==> src/rtl/cache_refill_controller_if.sv <==
//==============================================================================
// Module      : cache_refill_controller_if
// Description : Bundle of the CPU data port, cache port, memory port and
//               performance counters seen by the cache refill controller.
//               The master modport is the controller; slave is its environment.
// Revision    : 1.0 - initial release
//==============================================================================
`default_nettype none

interface cache_refill_controller_if #(
  parameter int DATA_WIDTH = 32,
  parameter int ADDR_WIDTH = 32,
  parameter int CNT_WIDTH  = 32
);
  // CPU side
  logic                  req_i;
  logic                  we_i;
  logic [ADDR_WIDTH-1:0] addr_i;
  logic [DATA_WIDTH-1:0] wdata_i;
  logic [DATA_WIDTH-1:0] rdata_o;
  logic                  stall_o;
  // Cache side
  logic [ADDR_WIDTH-1:0] cache_addr_o;
  logic [DATA_WIDTH-1:0] cache_wdata_o;
  logic                  cache_fill_o;
  logic [DATA_WIDTH-1:0] cache_rdata_i;
  logic                  cache_hit_i;
  // Memory side
  logic                  mem_req_o;
  logic                  mem_we_o;
  logic [ADDR_WIDTH-1:0] mem_addr_o;
  logic [DATA_WIDTH-1:0] mem_wdata_o;
  logic [DATA_WIDTH-1:0] mem_rdata_i;
  logic                  mem_ack_i;
  // Performance counters
  logic [CNT_WIDTH-1:0]  hit_count_o;
  logic [CNT_WIDTH-1:0]  miss_count_o;

  modport master (
    input  req_i, we_i, addr_i, wdata_i, cache_rdata_i, cache_hit_i,
           mem_rdata_i, mem_ack_i,
    output rdata_o, stall_o, cache_addr_o, cache_wdata_o, cache_fill_o,
           mem_req_o, mem_we_o, mem_addr_o, mem_wdata_o,
           hit_count_o, miss_count_o
  );

  modport slave (
    output req_i, we_i, addr_i, wdata_i, cache_rdata_i, cache_hit_i,
           mem_rdata_i, mem_ack_i,
    input  rdata_o, stall_o, cache_addr_o, cache_wdata_o, cache_fill_o,
           mem_req_o, mem_we_o, mem_addr_o, mem_wdata_o,
           hit_count_o, miss_count_o
  );
endinterface

`default_nettype wire

==> src/rtl/cache_refill_controller.sv <==
//==============================================================================
// Module      : cache_refill_controller
// Description : Sequences CPU loads/stores between a two-way set-associative
//               data cache and main memory. Load hits complete with no stall;
//               load misses fetch the word and refill the cache; stores are
//               write-through, no-write-allocate. Saturating hit/miss counters.
// Revision    : 1.0 - initial release
//==============================================================================
`default_nettype none

module cache_refill_controller #(
  parameter int DATA_WIDTH = 32,
  parameter int ADDR_WIDTH = 32,
  parameter int CNT_WIDTH  = 32
) (
  input  wire                          clk,
  input  wire                          rst,
  cache_refill_controller_if.master    bus
);

  typedef enum logic [1:0] {
    S_IDLE   = 2'd0,
    S_MEM_RD = 2'd1,
    S_MEM_WR = 2'd2,
    S_RESP   = 2'd3
  } state_t;

  localparam logic [CNT_WIDTH-1:0] c_cnt_one = {{(CNT_WIDTH-1){1'b0}}, 1'b1};
  localparam logic [CNT_WIDTH-1:0] c_cnt_max = {CNT_WIDTH{1'b1}};

  state_t                state_q, state_d;
  logic [ADDR_WIDTH-1:0] addr_q, addr_d;
  logic [DATA_WIDTH-1:0] wdata_q, wdata_d;
  logic [DATA_WIDTH-1:0] rdata_q, rdata_d;
  logic                  hit_q, hit_d;
  logic                  we_q, we_d;
  logic [CNT_WIDTH-1:0]  hit_cnt_q, hit_cnt_d;
  logic [CNT_WIDTH-1:0]  miss_cnt_q, miss_cnt_d;

  // State and request latches; reset clears everything immediately.
  always_ff @(posedge clk or posedge rst) begin
    if (rst) begin
      state_q    <= S_IDLE;
      addr_q     <= '0;
      wdata_q    <= '0;
      rdata_q    <= '0;
      hit_q      <= 1'b0;
      we_q       <= 1'b0;
      hit_cnt_q  <= '0;
      miss_cnt_q <= '0;
    end else begin
      state_q    <= state_d;
      addr_q     <= addr_d;
      wdata_q    <= wdata_d;
      rdata_q    <= rdata_d;
      hit_q      <= hit_d;
      we_q       <= we_d;
      hit_cnt_q  <= hit_cnt_d;
      miss_cnt_q <= miss_cnt_d;
    end
  end

  // Next-state and output decode. While rst is high every control output is
  // forced low so an in-flight memory request and the stall drop at once.
  always_comb begin
    state_d    = state_q;
    addr_d     = addr_q;
    wdata_d    = wdata_q;
    rdata_d    = rdata_q;
    hit_d      = hit_q;
    we_d       = we_q;
    hit_cnt_d  = hit_cnt_q;
    miss_cnt_d = miss_cnt_q;

    bus.stall_o      = 1'b0;
    bus.rdata_o      = '0;
    bus.cache_addr_o = addr_q;
    bus.cache_fill_o = 1'b0;
    bus.mem_req_o    = 1'b0;
    bus.mem_we_o     = 1'b0;

    if (!rst) begin
      unique case (state_q)
        S_IDLE: begin
          bus.cache_addr_o = bus.addr_i;
          if (bus.req_i) begin
            if (!bus.we_i && bus.cache_hit_i) begin
              bus.rdata_o = bus.cache_rdata_i;
              if (hit_cnt_q != c_cnt_max) hit_cnt_d = hit_cnt_q + c_cnt_one;
            end else if (!bus.we_i) begin
              bus.stall_o = 1'b1;
              addr_d      = bus.addr_i;
              we_d        = 1'b0;
              state_d     = S_MEM_RD;
              if (miss_cnt_q != c_cnt_max) miss_cnt_d = miss_cnt_q + c_cnt_one;
            end else begin
              bus.stall_o = 1'b1;
              addr_d      = bus.addr_i;
              wdata_d     = bus.wdata_i;
              hit_d       = bus.cache_hit_i;
              we_d        = 1'b1;
              state_d     = S_MEM_WR;
            end
          end
        end
        S_MEM_RD: begin
          bus.mem_req_o = 1'b1;
          bus.stall_o   = 1'b1;
          if (bus.mem_ack_i) begin
            rdata_d = bus.mem_rdata_i;
            state_d = S_RESP;
          end
        end
        S_MEM_WR: begin
          bus.mem_req_o = 1'b1;
          bus.mem_we_o  = 1'b1;
          bus.stall_o   = 1'b1;
          if (bus.mem_ack_i) state_d = S_RESP;
        end
        S_RESP: begin
          // Refills always write; stores only update a line already present.
          bus.cache_fill_o = we_q ? hit_q : 1'b1;
          bus.rdata_o      = rdata_q;
          state_d          = S_IDLE;
        end
        default: state_d = S_IDLE;
      endcase
    end
  end

  // Memory address/data come straight from the latches so they stay stable
  // for the whole request; the fill data picks the store word or the refill.
  always_comb begin
    bus.mem_addr_o    = addr_q;
    bus.mem_wdata_o   = wdata_q;
    bus.cache_wdata_o = we_q ? wdata_q : rdata_q;
    bus.hit_count_o   = hit_cnt_q;
    bus.miss_count_o  = miss_cnt_q;
  end

endmodule

`default_nettype wire

==> src/flat_wrapper.sv <==
// flat-port wrapper written by rule: the top's interface ports become plain ports
module cache_refill_controller_flat 
#(
  parameter int DATA_WIDTH = 32,
  parameter int ADDR_WIDTH = 32,
  parameter int CNT_WIDTH  = 32
)
  (clk, rst, bus_req_i, bus_we_i, bus_addr_i, bus_wdata_i, bus_cache_rdata_i, bus_cache_hit_i, bus_mem_rdata_i, bus_mem_ack_i, bus_rdata_o, bus_stall_o, bus_cache_addr_o, bus_cache_wdata_o, bus_cache_fill_o, bus_mem_req_o, bus_mem_we_o, bus_mem_addr_o, bus_mem_wdata_o, bus_hit_count_o, bus_miss_count_o);
  cache_refill_controller_if #(.DATA_WIDTH(DATA_WIDTH), .ADDR_WIDTH(ADDR_WIDTH), .CNT_WIDTH(CNT_WIDTH)) bus_i ();
  input  wire clk;
  input  wire rst;
  input wire logic [$bits(bus_i.req_i)-1:0] bus_req_i;
  input wire logic [$bits(bus_i.we_i)-1:0] bus_we_i;
  input wire logic [$bits(bus_i.addr_i)-1:0] bus_addr_i;
  input wire logic [$bits(bus_i.wdata_i)-1:0] bus_wdata_i;
  input wire logic [$bits(bus_i.cache_rdata_i)-1:0] bus_cache_rdata_i;
  input wire logic [$bits(bus_i.cache_hit_i)-1:0] bus_cache_hit_i;
  input wire logic [$bits(bus_i.mem_rdata_i)-1:0] bus_mem_rdata_i;
  input wire logic [$bits(bus_i.mem_ack_i)-1:0] bus_mem_ack_i;
  output wire logic [$bits(bus_i.rdata_o)-1:0] bus_rdata_o;
  output wire logic [$bits(bus_i.stall_o)-1:0] bus_stall_o;
  output wire logic [$bits(bus_i.cache_addr_o)-1:0] bus_cache_addr_o;
  output wire logic [$bits(bus_i.cache_wdata_o)-1:0] bus_cache_wdata_o;
  output wire logic [$bits(bus_i.cache_fill_o)-1:0] bus_cache_fill_o;
  output wire logic [$bits(bus_i.mem_req_o)-1:0] bus_mem_req_o;
  output wire logic [$bits(bus_i.mem_we_o)-1:0] bus_mem_we_o;
  output wire logic [$bits(bus_i.mem_addr_o)-1:0] bus_mem_addr_o;
  output wire logic [$bits(bus_i.mem_wdata_o)-1:0] bus_mem_wdata_o;
  output wire logic [$bits(bus_i.hit_count_o)-1:0] bus_hit_count_o;
  output wire logic [$bits(bus_i.miss_count_o)-1:0] bus_miss_count_o;
  assign bus_i.req_i = bus_req_i;
  assign bus_i.we_i = bus_we_i;
  assign bus_i.addr_i = bus_addr_i;
  assign bus_i.wdata_i = bus_wdata_i;
  assign bus_i.cache_rdata_i = bus_cache_rdata_i;
  assign bus_i.cache_hit_i = bus_cache_hit_i;
  assign bus_i.mem_rdata_i = bus_mem_rdata_i;
  assign bus_i.mem_ack_i = bus_mem_ack_i;
  assign bus_rdata_o = bus_i.rdata_o;
  assign bus_stall_o = bus_i.stall_o;
  assign bus_cache_addr_o = bus_i.cache_addr_o;
  assign bus_cache_wdata_o = bus_i.cache_wdata_o;
  assign bus_cache_fill_o = bus_i.cache_fill_o;
  assign bus_mem_req_o = bus_i.mem_req_o;
  assign bus_mem_we_o = bus_i.mem_we_o;
  assign bus_mem_addr_o = bus_i.mem_addr_o;
  assign bus_mem_wdata_o = bus_i.mem_wdata_o;
  assign bus_hit_count_o = bus_i.hit_count_o;
  assign bus_miss_count_o = bus_i.miss_count_o;
  cache_refill_controller #(.DATA_WIDTH(DATA_WIDTH), .ADDR_WIDTH(ADDR_WIDTH), .CNT_WIDTH(CNT_WIDTH)) u_core (.clk(clk), .rst(rst), .bus(bus_i));
endmodule
==> config.mk <==
export PLATFORM = sky130hd
export DESIGN_NAME = cache_refill_controller_flat
export DESIGN_NICKNAME = d
export VERILOG_FILES = /design/src/rtl/cache_refill_controller_if.sv /design/src/rtl/cache_refill_controller.sv /design/src/flat_wrapper.sv
export SDC_FILE = /design/constraint.sdc
export NUM_CORES = 1
export LEC_CHECK = 0
export CAP_MARGIN = 15
export CORE_UTILIZATION = 38
export DETAILED_ROUTE_END_ITERATION = 12
export GPL_ROUTABILITY_DRIVEN = 0
export GPL_TIMING_DRIVEN = 0
export HOLD_SLACK_MARGIN = 0.05
export PLACE_DENSITY = 0.73
export SYNTH_ARGS = -nofsm -noshare
export SYNTH_HDL_FRONTEND = slang
export SYNTH_SLANG_ARGS = --single-unit
==> constraint.sdc <==
create_clock -name clk -period 7 [get_ports clk]
set_input_delay 1.75 -clock clk [delete_from_list [all_inputs] [get_ports clk]]
set_output_delay 1.75 -clock clk [all_outputs]
set_load 0.005 [all_outputs]
==> flow_summary.toml, run 1 <==
[power]
p_per_area_nw_per_um2 = 352.8
finalPower_mw = 4.516
irDropWorstVdd_v = 0.0002014
leakage_nw = 5.246

[clock_network]
cts_hold_buffers = 0
clk_pin_slew_ns = 0.07
cts_tree = "built"
numCtsBuffers = 17
cts_htree_levels = 4
clkSinkCount = 164
cts-root-buf = "clkbuf_16"
cts_resized = 0
cts.path.max_buffers = 2
postCtsSetupBuffers = 0
clock_latency_ns = 0.43

[worst_hold_path]
min-delay-start = "u_core.bus.miss_count_o[30]"
hp-class = "reg -> reg"

[global_routing]
grt_usage = 0.2326
grt_max_degree = 40
grt_pass1_wl_um = 39230
grt_pass1_vias = 7093
antenna_found_initial = 1
overflow = 0

[synthesis]
synth_top_area_share = 0.5042
ys_top_cells_by_area = "dfrtp_1 50%, mux2_2 23%, xnor2_1 4.4%"
ys_async_sr_fraction = 1.000
ys_seq_area_frac = 0.5042
synth_edf_count = 0
synth_ff_type = "dfrtp_1"
yosys.cell_count.top_type = "mux2_2"
ys_types = 42
yosys_warnings = 0
netlist_area_um2 = 8140
syn_nets = 819
yosys.area.top_type = "dfrtp_1"
synth.ff_latch_count = 164
syn-mean-instance-area_um2 = 12.01
syn-instance-count = 678
synthTopCellsByCount = "166 x mux2_2, 164 x dfrtp_1, 48 x nor2_1"

[timing]
hold_viol_final = 0
finalCritPeriodShare = 0.8756
slew_violations = 0
timing.fmax_ghz = 0.1632
setup-violations-final = 0
rsz0062_at_grt = "no"
finalClockSkew_ns = 0.01085
fin_ws_ns = 0.8708
fin_tns_setup_ns = 0
slew_headroom = 0.4270
worst_slew_pin_slew_ns = 0.8517
period_needed_ns = 6.129

[finish]
area_delta_synth_final_pct = 57.24
drive_above_1_share = 0.2000
fin_nets = 1203

[critical_path]
path_cells = "clkdlybuf4s50_1, clkinvlp_4, buf_12, and3_1, clkdlybuf4s50_1"
critPathLaunch = "rst"
critPathKind = "in -> out"
worstPathRequired_ns = 5.25
cp_max_fo = 38
critPathLaunchType = "input pin"
crit_arrival_ns = 4.38
critPathCaptureType = "output port"
worst_path_most_repeated_cell = "clkdlybuf4s50_1"
r2r-start = "u_core.state_q[1]"
crit_path_top_delay_cell = "clkinvlp_4"
critPathMaxStageDelay_ns = 0.77

[flow_run]
maxCapViolations = 0

[place]
io_buffers = 361
place_hpwl_um = 19650
pre_cts_slack_ns = 0.7463

[route]
drc_errors = 0
vias = 6903
routedWlPerCell_um = 18.75
totalWireLength_um = 25350
via_per_inst = 5.106
ant_nets = 0
firstDrtPassIters = 4
first_iter_violations = 210

[floorplanning]
rows = 53
die_h_um = 148.4
core_um2 = 21020
io_pins = 362
die_w_um = 148.4
die_area_um2 = 22010
start_util = 0.3872

[status]
status = "finished clean"
## placed cells by master (no fill, tap or decap), types with 6 or more instances in the layout
cell type and n:
clkbuf_16 17, mux2_2 166, xnor2_1 41, nand4_1 24
ha_1 7, dfrtp_1 164, inv_1 8, nand2_1 27
and4_1 6, and3_1 14, inv_6 6, a22oi_1 32
clkdlybuf4s50_1 361, nor3_1 6, clkbuf_1 30, nand3_1 32
xor2_1 14, nor2_1 48, a31oi_1 6
## worst max-delay path: cells and delay by family
kind	cells	cell delay, ns
buffers and inverters	4	2.38
and+or+nand+nor	1	0.23
## flip-flops by register name, indices dropped and copies added, names as in the netlist
signal	flops
u_core.we_q	1
u_core.bus.miss_count_o	32
u_core.rdata_q	32
u_core.hit_q	1
u_core.bus.mem_addr_o	32
u_core.bus.mem_wdata_o	32
u_core.bus.hit_count_o	32
u_core.state_q	2
## report_power, final
group | switching (mW) | internal [mW] | total [mW]
logic | 0.677 | 1.36 | 2.04
registers | 0.250 | 1.25 | 1.50
clock network | 0.434 | 0.546 | 0.980
total | 1.36 | 3.15 | 4.52
## layout make-up
type                    count  area, um^2
fillers                  1753        8222
flip-flops and latches    164        4104
multi-input cells         472        3877
repair buffers            365        3694
clock buffers              17       425.4
well taps                 275       344.1
clock inverters            15       187.7
plain buffers              33       125.1
inverters                   9       37.54
diodes                      2       5.005
## metal layers
layer | GRT usage | vias to the layer above | share of wire
li1 | - | 3222 | -
met1 | 0.2700 | 3408 | 0.40
met2 | 0.4110 | 241 | 0.51
met3 | 0.06748 | 32 | 0.072
met4 | 0.07320 | 0 | 0.019
met5 | 0 | - | 0
## logic make-up after synthesis
logic type / Yosys count / share of synthesized area
AND/OR/NAND/NOR: 189 / 0.1257
multiplexers: 167 / 0.2309
flip-flops: 164 / 0.5042
XOR/XNOR: 55 / 0.05918
AO/OA/AOI/OAI: 54 / 0.04980
buffers and inverters: 42 / 0.01952
adder cells (fa/ha/maj): 7 / 0.01076
## stage by stage
| stage | area, um^2 | utilization | hold WS, ns | cells |
|---|---|---|---|---|
| after detailed placement | 12180 | 0.5795 | 0.4831 | 1318 |
| after global placement | 12100 | 0.5757 | 0.4817 | 1314 |
| final | 12800 | 0.6089 | 0.4954 | 1352 |
| after floorplan | 8144 | - | 0.4701 | 678 |
| after CTS | 12790 | 0.6087 | 0.4987 | 1350 |
| after global routing | 12800 | 0.6088 | 0.5140 | 1351 |
## worst paths after layout
kind,to,slack (ns),cells after the start
max,bus_cache_fill_o,0.87,5
min,u_core.bus.miss_count_o[30],0.50,1
max reg2reg,u_core.bus.mem_addr_o[5],4.45,7
min reg2reg,u_core.bus.miss_count_o[30],0.50,1
max in group asynchronous,u_core.bus.mem_wdata_o[11],4.07,4
min in group asynchronous,u_core.bus.miss_count_o[0],2.04,2
(Power assumes the default switching activity.)
==> run 2: changes to the inputs <==
Settings changed: CORE_UTILIZATION 38 to 39, CTS_BUF_LIST set to sky130_fd_sc_hd__clkbuf_8, CTS_CLUSTER_SIZE set to 10, PLACE_DENSITY 0.73 to 0.8.
==> run 2 against run 1 <==
Compared with the run above: maximum frequency fell by 1.3%; routed wire length decreased by 1.3%; worst hold slack gained 0.011 ns; setup slack worse by 0.082 ns; utilization increased by 0.94 points; first-iteration DRC count decreased by 7.6%; non-clock buffer count is the same; critical path depth unchanged; critical path type unchanged; critical endpoint unchanged.
==> flow_summary.toml, run 2 (synthesis gave the netlist of run 1 again) <==
[status]
status = "finished clean"

[critical_path]
critPathKind = "in -> out"
crit_path_top_delay_cell = "clkinvlp_4"
crit-reg2reg-capture = "u_core.bus.mem_addr_o[7]"
path_cells = "clkdlybuf4s50_1, clkinvlp_4, buf_12, and3_1, clkdlybuf4s50_1"
cp_max_fo = 39
worstPathRequired_ns = 5.25
cpLargestDelayFamily = "buffers and inverters"
crit_arrival_ns = 4.46
critical_path_depth = 5
critPathLaunchType = "input pin"
r2r-start = "u_core.state_q[0]"
worst_path_most_repeated_cell = "clkdlybuf4s50_1"
critPathCaptureType = "output port"
worst-path-buf-inv = 4
rr_worst_depth = 7
r2r_slack_ns = 4.38
critPathMaxStageDelay_ns = 0.83

[timing]
finalClockSkew_ns = 0.01824
period_needed_ns = 6.211
timing.fmax_ghz = 0.1610
slew_violations = 0
fin_ws_ns = 0.7887
setup-violations-final = 0
hold_viol_final = 0
worst_slew_pin_slew_ns = 0.9078
fin_tns_setup_ns = 0
rsz0062_at_grt = "no"
whs_ns = 0.5069
finalCritPeriodShare = 0.8873
slew_headroom = 0.3892

[clock_network]
cts_htree_levels = 4
postCtsSetupBuffers = 0
clkSinkCount = 164
cts.path.max_buffers = 2
clk_pin_slew_ns = 0.09
clock_latency_ns = 0.46
numCtsBuffers = 17
cts-root-buf = "clkbuf_8"
cts_resized = 0
cts_tree = "built"
cts_hold_buffers = 0

[route]
first_iter_violations = 194
vias = 6908
firstDrtPassIters = 5
via_per_inst = 5.125
routedWlPerCell_um = 18.57
totalWireLength_um = 25040
ant_nets = 0
drc_errors = 0

[power]
irDropWorstVdd_v = 0.0001939
leakage_nw = 5.148
p_per_area_nw_per_um2 = 337.9

[finish]
multiInputGateArea_um2 = 3877
fillers = 1662
fin_util = 0.6183
design_area_um2 = 12590
layout_commonest_cell = "clkdlybuf4s50_1"
fin_nets = 1203
regArea_um2 = 4104
drive_above_1_share = 0.2000
layout_common_cells = "361 x clkdlybuf4s50_1, 166 x mux2_2, 164 x dfrtp_1, 48 x nor2_1, 41 x xnor2_1"
area_delta_synth_final_pct = 54.67

[floorplanning]
io_pins = 362
rows = 52
die_area_um2 = 21450
die_h_um = 146.5
start_util = 0.3997
die_w_um = 146.5
core_um2 = 20360

[global_routing]
grt_pass1_vias = 7094
grt_usage = 0.2364
antenna_found_initial = 3
grt_max_degree = 40
overflow = 0
grt_pass1_wl_um = 39210

[flow_run]
maxCapViolations = 0

[worst_hold_path]
hold_end = "u_core.bus.hit_count_o[6]"
hp-class = "reg -> reg"
min-delay-start = "u_core.bus.hit_count_o[6]"
hold_depth = 1

[place]
place_hpwl_um = 19440
io_buffers = 361
pre_cts_slack_ns = 0.7107
dpl-instance-area_um2 = 12180
## run 2: cell type report
type | count | share of cell area
buffer | 33 | 0.009937
tap | 270 | 0.02683
inverter | 9 | 0.002981
clock inverter | 14 | 0.01272
clock buffer | 18 | 0.01968
sequential | 164 | 0.3259
timing repair buffer | 365 | 0.2934
antenna | 3 | 0.0005962
multi-input combinational | 472 | 0.3080
## run 2: power breakdown
group / switching, mW / internal (mW)
sequential: 0.247 / 1.24
combinational: 0.691 / 1.36
clock: 0.399 / 0.310
total: 1.34 / 2.92
## run 2: worst max-delay path by stage
stage / startpoint / to / slack, ns
3_5_place_dp: rst / bus_cache_fill_o / 0.71
3_3_place_gp: rst / bus_cache_fill_o / -2.07
6_report: rst / bus_cache_fill_o / 0.79
2_1_floorplan: rst / bus_cache_fill_o / 0.52
4_1_cts: rst / bus_cache_fill_o / 0.73
5_1_grt: rst / bus_cache_fill_o / 0.52
## run 2: layer usage
| layer | vias to the layer above | GRT usage | wire length (um) |
|---|---|---|---|
| met5 | - | 0 | 0 |
| met4 | 0 | 0.09792 | 783 |
| met3 | 47 | 0.06469 | 1713 |
| met2 | 283 | 0.4093 | 12720 |
| met1 | 3366 | 0.2755 | 9823 |
| li1 | 3212 | - | - |
## run 2: per-stage QoR
stage	total power [mW]	std cells
floorplan	2.294	678
global placement	3.525	1309
detailed placement	3.573	1313
CTS	4.302	1345
global route	4.509	1348
finish	4.254	1348
## run 2: worst reg2reg max path, stage by stage (launching register included)
cell,delay (ns)
dfrtp_1,0.42
inv_1,0.11
ha_1,0.30
nor2b_1,0.16
clkbuf_1,0.39
nand3_1,0.36
clkbuf_1,0.40
mux2_2,0.37
